===== config.mk =====
export PLATFORM = sky130hd
export DESIGN_NAME = mem_port_arbiter
export DESIGN_NICKNAME = d
export VERILOG_FILES = /design/src/rtl/mem_port_arbiter.sv
export SDC_FILE = /design/constraint.sdc
export NUM_CORES = 1
export LEC_CHECK = 0
export ABC_AREA = 0
export CAP_MARGIN = 10
export CORE_MARGIN = 4
export CORE_UTILIZATION = 40
export CTS_CLUSTER_DIAMETER = 200
export DETAILED_ROUTE_END_ITERATION = 12
export GPL_TIMING_DRIVEN = 1
export PLACE_DENSITY = 0.91
export SETUP_SLACK_MARGIN = 0.5
export SLEW_MARGIN = 15
export SYNTH_ARGS = -nofsm -noshare
export SYNTH_HDL_FRONTEND = slang
export SYNTH_SLANG_ARGS = --single-unit

===== constraint.sdc =====
create_clock -name clk -period 2.35 [get_ports clk]
set_clock_uncertainty 0.15 [all_clocks]
set_input_delay 0.47 -clock clk [delete_from_list [all_inputs] [get_ports clk]]
set_output_delay 0.47 -clock clk [all_outputs]
set_load 0.02 [all_outputs]

===== src/rtl/mem_port_arbiter.sv =====
// Two-master arbiter for the unified memory's data port: IDLE->ACCESS->RESP per access, registered read data.
// Optional MEM_BOUNDS_CHECK_EN macro enables the out-of-range / misaligned address check.
module mem_port_arbiter #(
   parameter int DATA_W    = 32,
   parameter int ADDR_W    = 32,
   parameter int MEM_BYTES = 16384,
   parameter int PRIO_MODE = 0
) (
   input  logic              clk,
   input  logic              reset,
   input  logic              m0_req,
   input  logic              m0_we,
   input  logic [ADDR_W-1:0] m0_addr,
   input  logic [DATA_W-1:0] m0_wdata,
   output logic              m0_ack,
   output logic [DATA_W-1:0] m0_rdata,
   output logic              m0_err,
   input  logic              m1_req,
   input  logic              m1_we,
   input  logic [ADDR_W-1:0] m1_addr,
   input  logic [DATA_W-1:0] m1_wdata,
   output logic              m1_ack,
   output logic [DATA_W-1:0] m1_rdata,
   output logic              m1_err,
   output logic [ADDR_W-1:0] mem_addr,
   output logic [DATA_W-1:0] mem_wdata,
   output logic              mem_wr_en,
   input  logic [DATA_W-1:0] mem_rdata
);

   typedef enum logic [1:0] {IDLE, ACCESS, RESP} state_t;

`ifdef MEM_BOUNDS_CHECK_EN
   localparam bit BOUNDS_EN = 1'b1;
`else
   localparam bit BOUNDS_EN = 1'b0;
`endif
   localparam logic [ADDR_W-1:0] MEM_LIMIT = ADDR_W'(MEM_BYTES);

   state_t            state, state_next;
   logic              sel, we_q, err_q, last_grant;
   logic [ADDR_W-1:0] addr_q;
   logic [DATA_W-1:0] wdata_q, rdata_q;

   logic              grant_valid, grant_sel, grant_we, grant_err;
   logic [ADDR_W-1:0] grant_addr;
   logic [DATA_W-1:0] grant_wdata;

   // Round-robin favours the master that did not win last; fixed priority always favours m0.
   always_comb begin
      grant_valid = m0_req | m1_req;
      grant_sel   = 1'b0;
      if (m1_req && !m0_req) begin
         grant_sel = 1'b1;
      end else if (m0_req && m1_req && PRIO_MODE == 0) begin
         grant_sel = ~last_grant;
      end
      grant_we    = grant_sel ? m1_we    : m0_we;
      grant_addr  = grant_sel ? m1_addr  : m0_addr;
      grant_wdata = grant_sel ? m1_wdata : m0_wdata;
      grant_err   = BOUNDS_EN &&
                    ((grant_addr >= MEM_LIMIT) || (grant_addr[1:0] != 2'b00));
   end

   always_ff @(posedge clk) begin
      if (reset) begin
         state <= IDLE;
      end else begin
         state <= state_next;
      end
   end

   always_comb begin
      state_next = state;
      case (state)
         IDLE:    if (grant_valid) state_next = ACCESS;
         ACCESS:  state_next = RESP;
         RESP:    state_next = IDLE;
         default: state_next = IDLE;
      endcase
   end

   // Request fields are captured once at grant so requesters may change them right after ack.
   always_ff @(posedge clk) begin
      if (reset) begin
         sel        <= 1'b0;
         we_q       <= 1'b0;
         err_q      <= 1'b0;
         last_grant <= 1'b1;
         addr_q     <= '0;
         wdata_q    <= '0;
         rdata_q    <= '0;
      end else begin
         if (state == IDLE && grant_valid) begin
            sel        <= grant_sel;
            we_q       <= grant_we;
            err_q      <= grant_err;
            addr_q     <= grant_addr;
            wdata_q    <= grant_wdata;
            last_grant <= grant_sel;
         end
         if (state == ACCESS) begin
            rdata_q <= err_q ? '0 : mem_rdata;
         end
      end
   end

   // Reset gates the strobe directly so a reset landing in ACCESS never writes.
   assign mem_addr  = addr_q;
   assign mem_wdata = wdata_q;
   assign mem_wr_en = (state == ACCESS) & we_q & ~err_q & ~reset;

   assign m0_ack   = (state == RESP) & ~sel;
   assign m1_ack   = (state == RESP) &  sel;
   assign m0_rdata = rdata_q;
   assign m1_rdata = rdata_q;
   assign m0_err   = m0_ack & err_q;
   assign m1_err   = m1_ack & err_q;

endmodule


==> results by group, run 1 <==
Route
  • TritonRoute pass-1 iters: 4
  • DR iter-0 viols: 360
  • Residual DRC: 0
  • DR vias/cell: 5.31
  • Vias: between 5000 and 6000
  • Routed len/inst: 17.3 um
  • Routed wire length: 16.6 mm
  • Antenna-violating nets left: 0

Clock network
  • CTS tree: yes
  • Htree depth: 3
  • Worst skew pair latency: 0.33 ns
  • CTS clock-pin slew for the worst setup and hold paths: 0.07 ns
  • Clk buf depth: 2
  • CTS Sinks: 101
  • Clock root buffer master: clkbuf_16
  • Total CTS buffers: 9

Worst setup path
  • Arr. time, crit path: 1.91 ns
  • Worst Path Class, Setup: in -> reg
  • Endpoint class of the critical path: flip-flop
  • Max stage delay on crit path: between 0.4 and 0.5 ns
  • Critical Path Fanout Max: 26
  • Worst path cell trace: clkdlybuf4s50_1, buf_4, a21boi_4, buf_12, clkbuf_16, nand2_1, a311oi_2
  • Crit path required time: 2.45 ns
  • Slowest stage cell, crit path: clkdlybuf4s50_1
  • CP Launch Type: input port

Synthesis
  • Top-count cell post-synth: nand2_1
  • Synth top area share: a little over two fifths
  • Yosys warning total: 0
  • Synthesized area: 4710 um^2
  • Post-synth top area cell: dfxtp_1
  • Async SR Flop Fraction: 0%
  • Sequential share of the synthesized area: 42.9%
  • Mean Syn Cell Area: between 8 and 9 um^2
  • Commonest cells post-synth: 196 x nand2_1, 101 x dfxtp_1, 98 x a21oi_1
  • Count of cell types in the netlist: 23
  • Commonest register cell after synthesis: dfxtp_1
  • Synth area leaders: dfxtp_1 43%, nand2_1 16%, a311oi_2 12%
  • Synth Register Bits: 101
  • Post-Synthesis Cells: 565
  • Post-synth EDFFs: 0

Floorplan
  • Num ports: around 300
  • Die Span Y: 116 um
  • Core area: between 10000 and 15000 um^2
  • Die Wd: between 100 and 150 um
  • Cell Rows: 39
  • DIE AREA: around 14000 um^2
  • Initial core utilization: between 40% and 50%

Outcome
  • Status: finished clean

Timing
  • Final min period: 1.81 ns
  • Max-slew headroom: about 60%
  • Hold Slack: 0.172 ns
  • Setup violators final: 0
  • Final hold vios: 0
  • Period utilization: about 77%
  • Fmax: 552 MHz
  • Setup TNS: 0 ns
  • Slew @ Worst Pin: 0.596 ns
  • Final WS setup: around 0.54 ns
  • Slew Viols, Final: 0
  • RSZ-0062 raised after global routing: yes

Pwr
  • Peak VDD IR: 460 uV
  • LEAKAGE: 3.41 nW
  • Pwr dens: ~630 nW/um^2

Final layout
  • Layout cell share with drive strength beyond 1: 12.4%
  • Nets: just under 1000
  • Fill cells: 987
  • Syn-to-layout area delta: 66.1%
  • Util after Layout: about two thirds
  • Post-Layout Inst Area: around 7800 um^2
  • Antenna diode count: 0

Job
  • Max-cap viol count: 0

Placement
  • IO Port Bufs: about 300
  • Final Wtd Congestion: 0.789
  • Post-DP Area: between 7000 and 8000 um^2
  • HPWL after DPL: approximately 12 mm
  • Dpl ws: -0.0135 ns

Min path
  • Hold Crit Class: in -> reg

GRT
  • Initial antenna violation count: 0
  • Vias in the first global route: approximately 5000
  • Remaining global-route overflow: 0
  • Largest net degree at the start of global routing: 62
  • All-Layer GR Usage: 22.1%
  • Global-route wire length before repair: approximately 24 mm
[worst max-delay path: cells and delay by family]
family / cells / cell delay (ns)
buffers and inverters: 4 / 0.95
and+or+nand+nor: 1 / 0.09
AOI/OAI and AO/OA: 2 / 0.39
[routing by layer]
metal	track usage, %	vias to the layer above	wire (um)	share of wire [%]
li1	-	2414	-	-
met4	9.67	0	497	3.0
met3	6.68	38	1610	9.7
met5	0	-	0	0
met2	39.8	241	8530	51
met1	24.0	2397	5960	36
[stage by stage]
stage          power [mW]  instances
2_1_floorplan        2.86        566
3_3_place_gp         3.61        936
3_5_place_dp         3.64        936
4_1_cts              4.93        954
5_1_grt              5.15        958
6_report             4.93        958
[area by class of cell]
cell class | count | area, um^2 | share of cell area, %
Sequential cell | 101 | 2030 | 25.9
Clock buffer | 10 | 239 | 3.06
Tap cell | 143 | 179 | 2.29
Clock inverter | 6 | 48.8 | 0.624
Timing Repair Buffer | 321 | 3100 | 39.6
Multi-Input combinational cell | 377 | 2230 | 28.5
[kinds of logic after synthesis]
group	after synthesis	share of synthesized area, %
buffers and inverters	89	11.2
DFF	101	42.9
AOI/OAI and AO/OA	167	28.5
and+or+nand+nor	207	17.3
other	1	0.0796
[final timing paths]
check	from	endpoint	slack, ns	cells past startpoint
worst max-delay path	m0_req	mem_addr[7]	0.54	7
worst min-delay path	reset	state[1]	0.17	2
worst max register to register	state[1]	mem_wdata[0]	0.86	4
worst min register to register	m0_rdata[5]	m0_rdata[5]	0.32	2
[where the power goes]
group	internal [mW]	leakage, nW	switching (mW)
logic	0.715	2.44	0.826
clock network	0.753	0.131	0.660
registers	1.88	0.836	0.0963
[cells in the final DEF (no fill, tap or decap), types with 6 or more instances in the layout]
master           Yosys  routed
dlygate4sd2_1        0     128
dfxtp_1            101      99
buf_12               0       6
a311oi_1            26      22
buf_4               35      16
a21oi_1             98      98
a311oi_2            39      43
nand2_1            196     196
clkbuf_16            0      11
clkdlybuf4s50_1      0     164
[flip-flops by register name (all words and copies together) (netlist names)]
name / flops
mem_wdata: 32
sel: 1
mem_addr: 32
state: 2
last_grant: 1
we_q: 1
m0_rdata: 32
[timing repair]
action                                  CTS  global route
setup buffers                             2             1
hold buffers                              0             0
endpoints found under the setup margin  190            79
resized for setup                       143            16
cloned                                    0             3
pin swaps                                 0             1
Note: power is estimated with default switching activity, not from simulation.
==> run 2, diff against run 1 <==
Settings changed: CORE_UTILIZATION 40 to 37, PLACE_DENSITY 0.91 to 0.85.
Clock period 2.35 ns to 1.8 ns, I/O delays scaled along.
==> results by group, run 2 (synthesized netlist as in run 1, its figures left out) <==
Outcome
  • Status: finished clean

Final layout
  • Nets: 1052
  • Commonest cells after routing, fill and taps aside: 193 x nand2_1, 162 x clkdlybuf4s50_1, 146 x buf_6, 83 x dfxtp_2, 72 x a21oi_1
  • Util after Layout: 78.7%
  • Final non-filler cell total: 1059
  • Antenna diode count: 0
  • Post-Layout Inst Area: 9610 um^2
  • Layout cell share with drive strength beyond 1: between 40% and 50%
  • Syn-to-layout area delta: 104%
  • Most common cell after layout, fill and taps aside: nand2_1

GRT
  • Vias in the first global route: 5238
  • All-Layer GR Usage: 25.3%
  • Global-route wire length before repair: 28.8 mm
  • Remaining global-route overflow: 0
  • Largest net degree at the start of global routing: 46
  • Initial antenna violation count: 0

Floorplan
  • Die Span Y: 121 um
  • Core area: 12200 um^2
  • Num ports: approximately 300
  • Die Wd: approximately 120 um
  • Initial core utilization: 38.6%
  • DIE AREA: 14600 um^2
  • Cell Rows: 40

Worst setup path
  • Critical Path Fanout Max: 2
  • Crit path required time: 1.29 ns
  • Worst Path Class, Setup: reg -> out
  • CP Launch Type: flip-flop
  • Arr. time, crit path: between 1 and 1.5 ns
  • Endpoint class of the critical path: output pin

Route
  • Vias: roughly 5600
  • DR iter-0 viols: approximately 440
  • Antenna-violating nets left: 0
  • Routed wire length: between 20 and 25 mm
  • TritonRoute pass-1 iters: 5
  • Routed len/inst: 20.0 um
  • Residual DRC: 0
  • DR vias/cell: about 5.3

Clock network
  • CTS clock-pin slew for the worst setup and hold paths: ~0.07 ns
  • Clock root buffer master: clkbuf_16
  • CTS Sinks: 101
  • Clk buf depth: 2
  • Worst skew pair latency: 0.33 ns
  • Htree depth: 3
  • CTS Hold Bufs: 0
  • Total CTS buffers: 9
  • CTS tree: yes

Placement
  • Post-DP Area: 7630 um^2
  • IO Port Bufs: 296
  • Dpl ws: -0.348 ns
  • Final Wtd Congestion: 0.778
  • Placed cells: 962
  • HPWL after DPL: 12.4 mm

Pwr
  • Pwr dens: 781 nW/um^2
  • Design Power: between 7 and 8 mW
  • Peak VDD IR: 439 uV
  • LEAKAGE: around 3.9 nW

Timing
  • Final WS setup: 0.144 ns
  • Hold Slack: around 0.18 ns
  • Slew Viols, Final: 0
  • Setup violators final: 0
  • RSZ-0062 raised after global routing: yes
  • Final hold vios: 0
  • Period utilization: approximately 92%
  • Final min period: 1.66 ns
  • Fmax: 604 MHz
  • Setup TNS: 0 ns

Job
  • Max-cap viol count: 0

Min path
  • Hold Crit Class: in -> reg
-- run 2: cell types whose count changed in the layout (fill, tap and decap cells not counted), sizes merged --
cell / delta
clkinv: +2
dlygate4sd2: -128
buf: +202
clkinvlp: -2
clkdlybuf4s50: -2
bufbuf: +1
clkdlybuf4s15: +1
and2: -1
clkbuf: +3
-- run 2: final cells by class --
class,count,area (um^2)
well taps,168,210
fillers,783,2600
repair buffers,398,4550
clock inverters,6,40.0
multi-input cells,376,2400
clock buffers,10,229
flip-flops and latches,101,2190
-- run 2: final timing paths --
path,slack (ns),startpoint,to,depth (start not counted)
worst max-delay path,0.14,state[1],mem_wr_en,4
worst min-delay path,0.18,reset,state[1],3
worst max register to register,0.21,state[1],mem_wdata[31],7
worst min register to register,0.33,m0_rdata[13],m0_rdata[13],2
-- run 2: worst max-delay path, stage by stage (launching register included) --
cell and delay (ns):
dfxtp_2 0.32, nand2b_4 0.14, nor2_4 0.09, and2_4 0.15
buf_6 0.11
-- run 2: what timing repair did --
action	4_1_cts	5_1_grt
setup buffers	26	36
pin swaps	13	54
cloned	14	5
resized for setup	908	87
endpoints found under the setup margin	228	231
-- run 2: metal layers --
metal / vias up / track usage (%) / wire, um
li1: 2578 / - / -
met4: 0 / 9.14 / 539
met2: 312 / 46.1 / 11000
met5: - / 0 / 0
met3: 39 / 6.64 / 1900
met1: 2657 / 28.2 / 7720
-- run 2: power breakdown --
group          total [mW]  internal, mW  switching [mW]
registers            2.69          2.50           0.199
logic                2.99          1.68            1.31
clock network        1.82         0.938           0.879
total                7.50          5.11            2.39
==> run 3, diff against run 2 <==
Settings changed: CELL_PAD_IN_SITES_DETAIL_PLACEMENT set to 0, CELL_PAD_IN_SITES_GLOBAL_PLACEMENT set to 2, CORE_ASPECT_RATIO set to 0.8, CORE_UTILIZATION 37 to 19, PLACE_DENSITY 0.85 to 0.84.
==> results by group, run 3 (synthesized netlist as in run 1, its figures left out) <==
Route
  • DR iter-0 viols: around 130
  • Routed wire length: 22.2 mm
  • Vias: 5199
  • Routed len/inst: 18.7 um
  • Antenna-violating nets left: 0
  • Residual DRC: 0
  • TritonRoute pass-1 iters: 4
  • DR vias/cell: ~4.4

Clock network
  • Total CTS buffers: 9
  • CTS tree: yes
  • Worst skew pair latency: around 0.34 ns
  • Clk buf depth: 2
  • CTS Sinks: 101
  • Clock root buffer master: clkbuf_16
  • CTS Hold Bufs: 0
  • Htree depth: 3
  • CTS clock-pin slew for the worst setup and hold paths: 0.07 ns

Floorplan
  • Num ports: 299
  • Die Span Y: 149 um
  • Initial core utilization: 19.3%
  • Core area: 24400 um^2
  • Cell Rows: 51
  • Die Wd: 184 um
  • DIE AREA: roughly 27000 um^2

Timing
  • Period utilization: 92.0%
  • Fmax: 604 MHz
  • RSZ-0062 raised after global routing: yes
  • Slew @ Worst Pin: 0.679 ns
  • Final min period: roughly 1.7 ns
  • Final hold vios: 0
  • Slew Viols, Final: 0
  • Setup violators final: 0
  • Max-slew headroom: 54.8%
  • Setup TNS: 0 ns

Worst setup path
  • Worst R2R Start: state[0]
  • Critical Path Fanout Max: 3
  • R2R cell count: 6
  • Worst Path Class, Setup: reg -> out
  • Endpoint class of the critical path: output pin
  • Worst setup startpoint: state[1]
  • Arr. time, crit path: 1.15 ns
  • FF-to-FF End: mem_wdata[27]
  • R2r setup slk: 0.15 ns
  • CP Launch Type: flip-flop
  • Crit path required time: 1.29 ns
  • Crit path capture: mem_wr_en

GRT
  • Global-route wire length before repair: 31.1 mm
  • All-Layer GR Usage: 14.8%
  • Initial antenna violation count: 0
  • Remaining global-route overflow: 0
  • Largest net degree at the start of global routing: 57
  • Vias in the first global route: 5081

Placement
  • Placed cells: 1113
  • HPWL after DPL: 13.5 mm
  • IO Port Bufs: 296
  • Final Wtd Congestion: 0.743

Pwr
  • Peak VDD IR: 354 uV
  • Pwr dens: around 800 nW/um^2
  • LEAKAGE: 3.82 nW

Final layout
  • Antenna diode count: 0
  • Most common cell after layout, fill and taps aside: nand2_1
  • Syn-to-layout area delta: 103%
  • Final non-filler cell total: 1187
  • Commonest cells after routing, fill and taps aside: 196 x nand2_1, 162 x clkdlybuf4s50_1, 140 x buf_6, 85 x dfxtp_2, 83 x a21oi_1
  • Layout cell share with drive strength beyond 1: 45.2%
  • Nets: 1031

Outcome
  • Status: finished clean

Job
  • Max-cap viol count: 0

Min path
  • Hold Crit Class: in -> reg
==> run 3: cell types whose count changed in the layout (fill, tap and decap cells not counted), moves of 5 or more <==
cell,before,now
buf_4,49,35
a21oi_2,25,12
a21oi_1,72,83
a311oi_1,16,25
a311oi_2,49,40
buf_6,146,140
buf_16,14,9
==> run 3: timing repair <==
item,in CTS,in global routing
pin swaps,6,40
setup buffers,15,25
gates resized for setup,885,77
cloned,13,6
setup endpoints to repair,225,231
==> run 3: worst max-delay path, cell delays in order, from the launching register on <==
cell and delay [ns]:
dfxtp_2 0.33, nand2b_4 0.14, nor2_4 0.08, and2_4 0.14
buf_6 0.11
==> run 3: how the worst min path moves through the flow <==
stage	startpoint	endpoint	slack, ns	cells after the start
4_1_cts	reset	state[1]	0.0005	2
2_1_floorplan	we_q	we_q	0.34	2
5_1_grt	reset	state[1]	0.009	2
3_3_place_gp	m0_rdata[24]	m0_rdata[24]	0.31	2
3_5_place_dp	m0_rdata[28]	m0_rdata[28]	0.31	2
6_report	reset	state[1]	0.03	2
==> run 3: routing by layer <==
| layer | GRT usage [%] | routed length [um] | vias up |
|---|---|---|---|
| li1 | - | - | 2529 |
| met1 | 18.3 | 9470 | 2443 |
| met2 | 24.9 | 10400 | 214 |
| met3 | 5.63 | 2070 | 13 |
| met4 | 2.66 | 192 | 0 |
| met5 | 0 | 0 | - |
==> run 3: per-stage QoR <==
step           area [um^2]  setup slack [ns]  hold WS, ns  total power [mW]  util (%)
3_3_place_gp          7800            -0.278        0.308              4.82      32.0
4_1_cts               8940            0.0904     0.000486              7.45      36.7
2_1_floorplan         4730             0.278        0.338              3.75         -
6_report              9550             0.145       0.0350              7.60      39.2
5_1_grt               9550            0.0676      0.00903              7.96      39.2
3_5_place_dp          7800            -0.321        0.315              4.83      32.0
==> run 3: area by class of cell <==
| class | count | area, um^2 |
|---|---|---|
| fill | 2464 | 14800 |
| clock buffer | 11 | 253 |
| sequential | 101 | 2180 |
| clock inverter | 4 | 55.1 |
| tap | 318 | 398 |
| timing repair buffer | 377 | 4370 |
| multi-input combinational | 376 | 2300 |
==> run 3: report_power, final <==
| part | switching (mW) | internal (mW) |
|---|---|---|
| registers | 0.194 | 2.50 |
| clock network | 0.919 | 1.16 |
| logic | 1.26 | 1.58 |
| total | 2.37 | 5.23 |
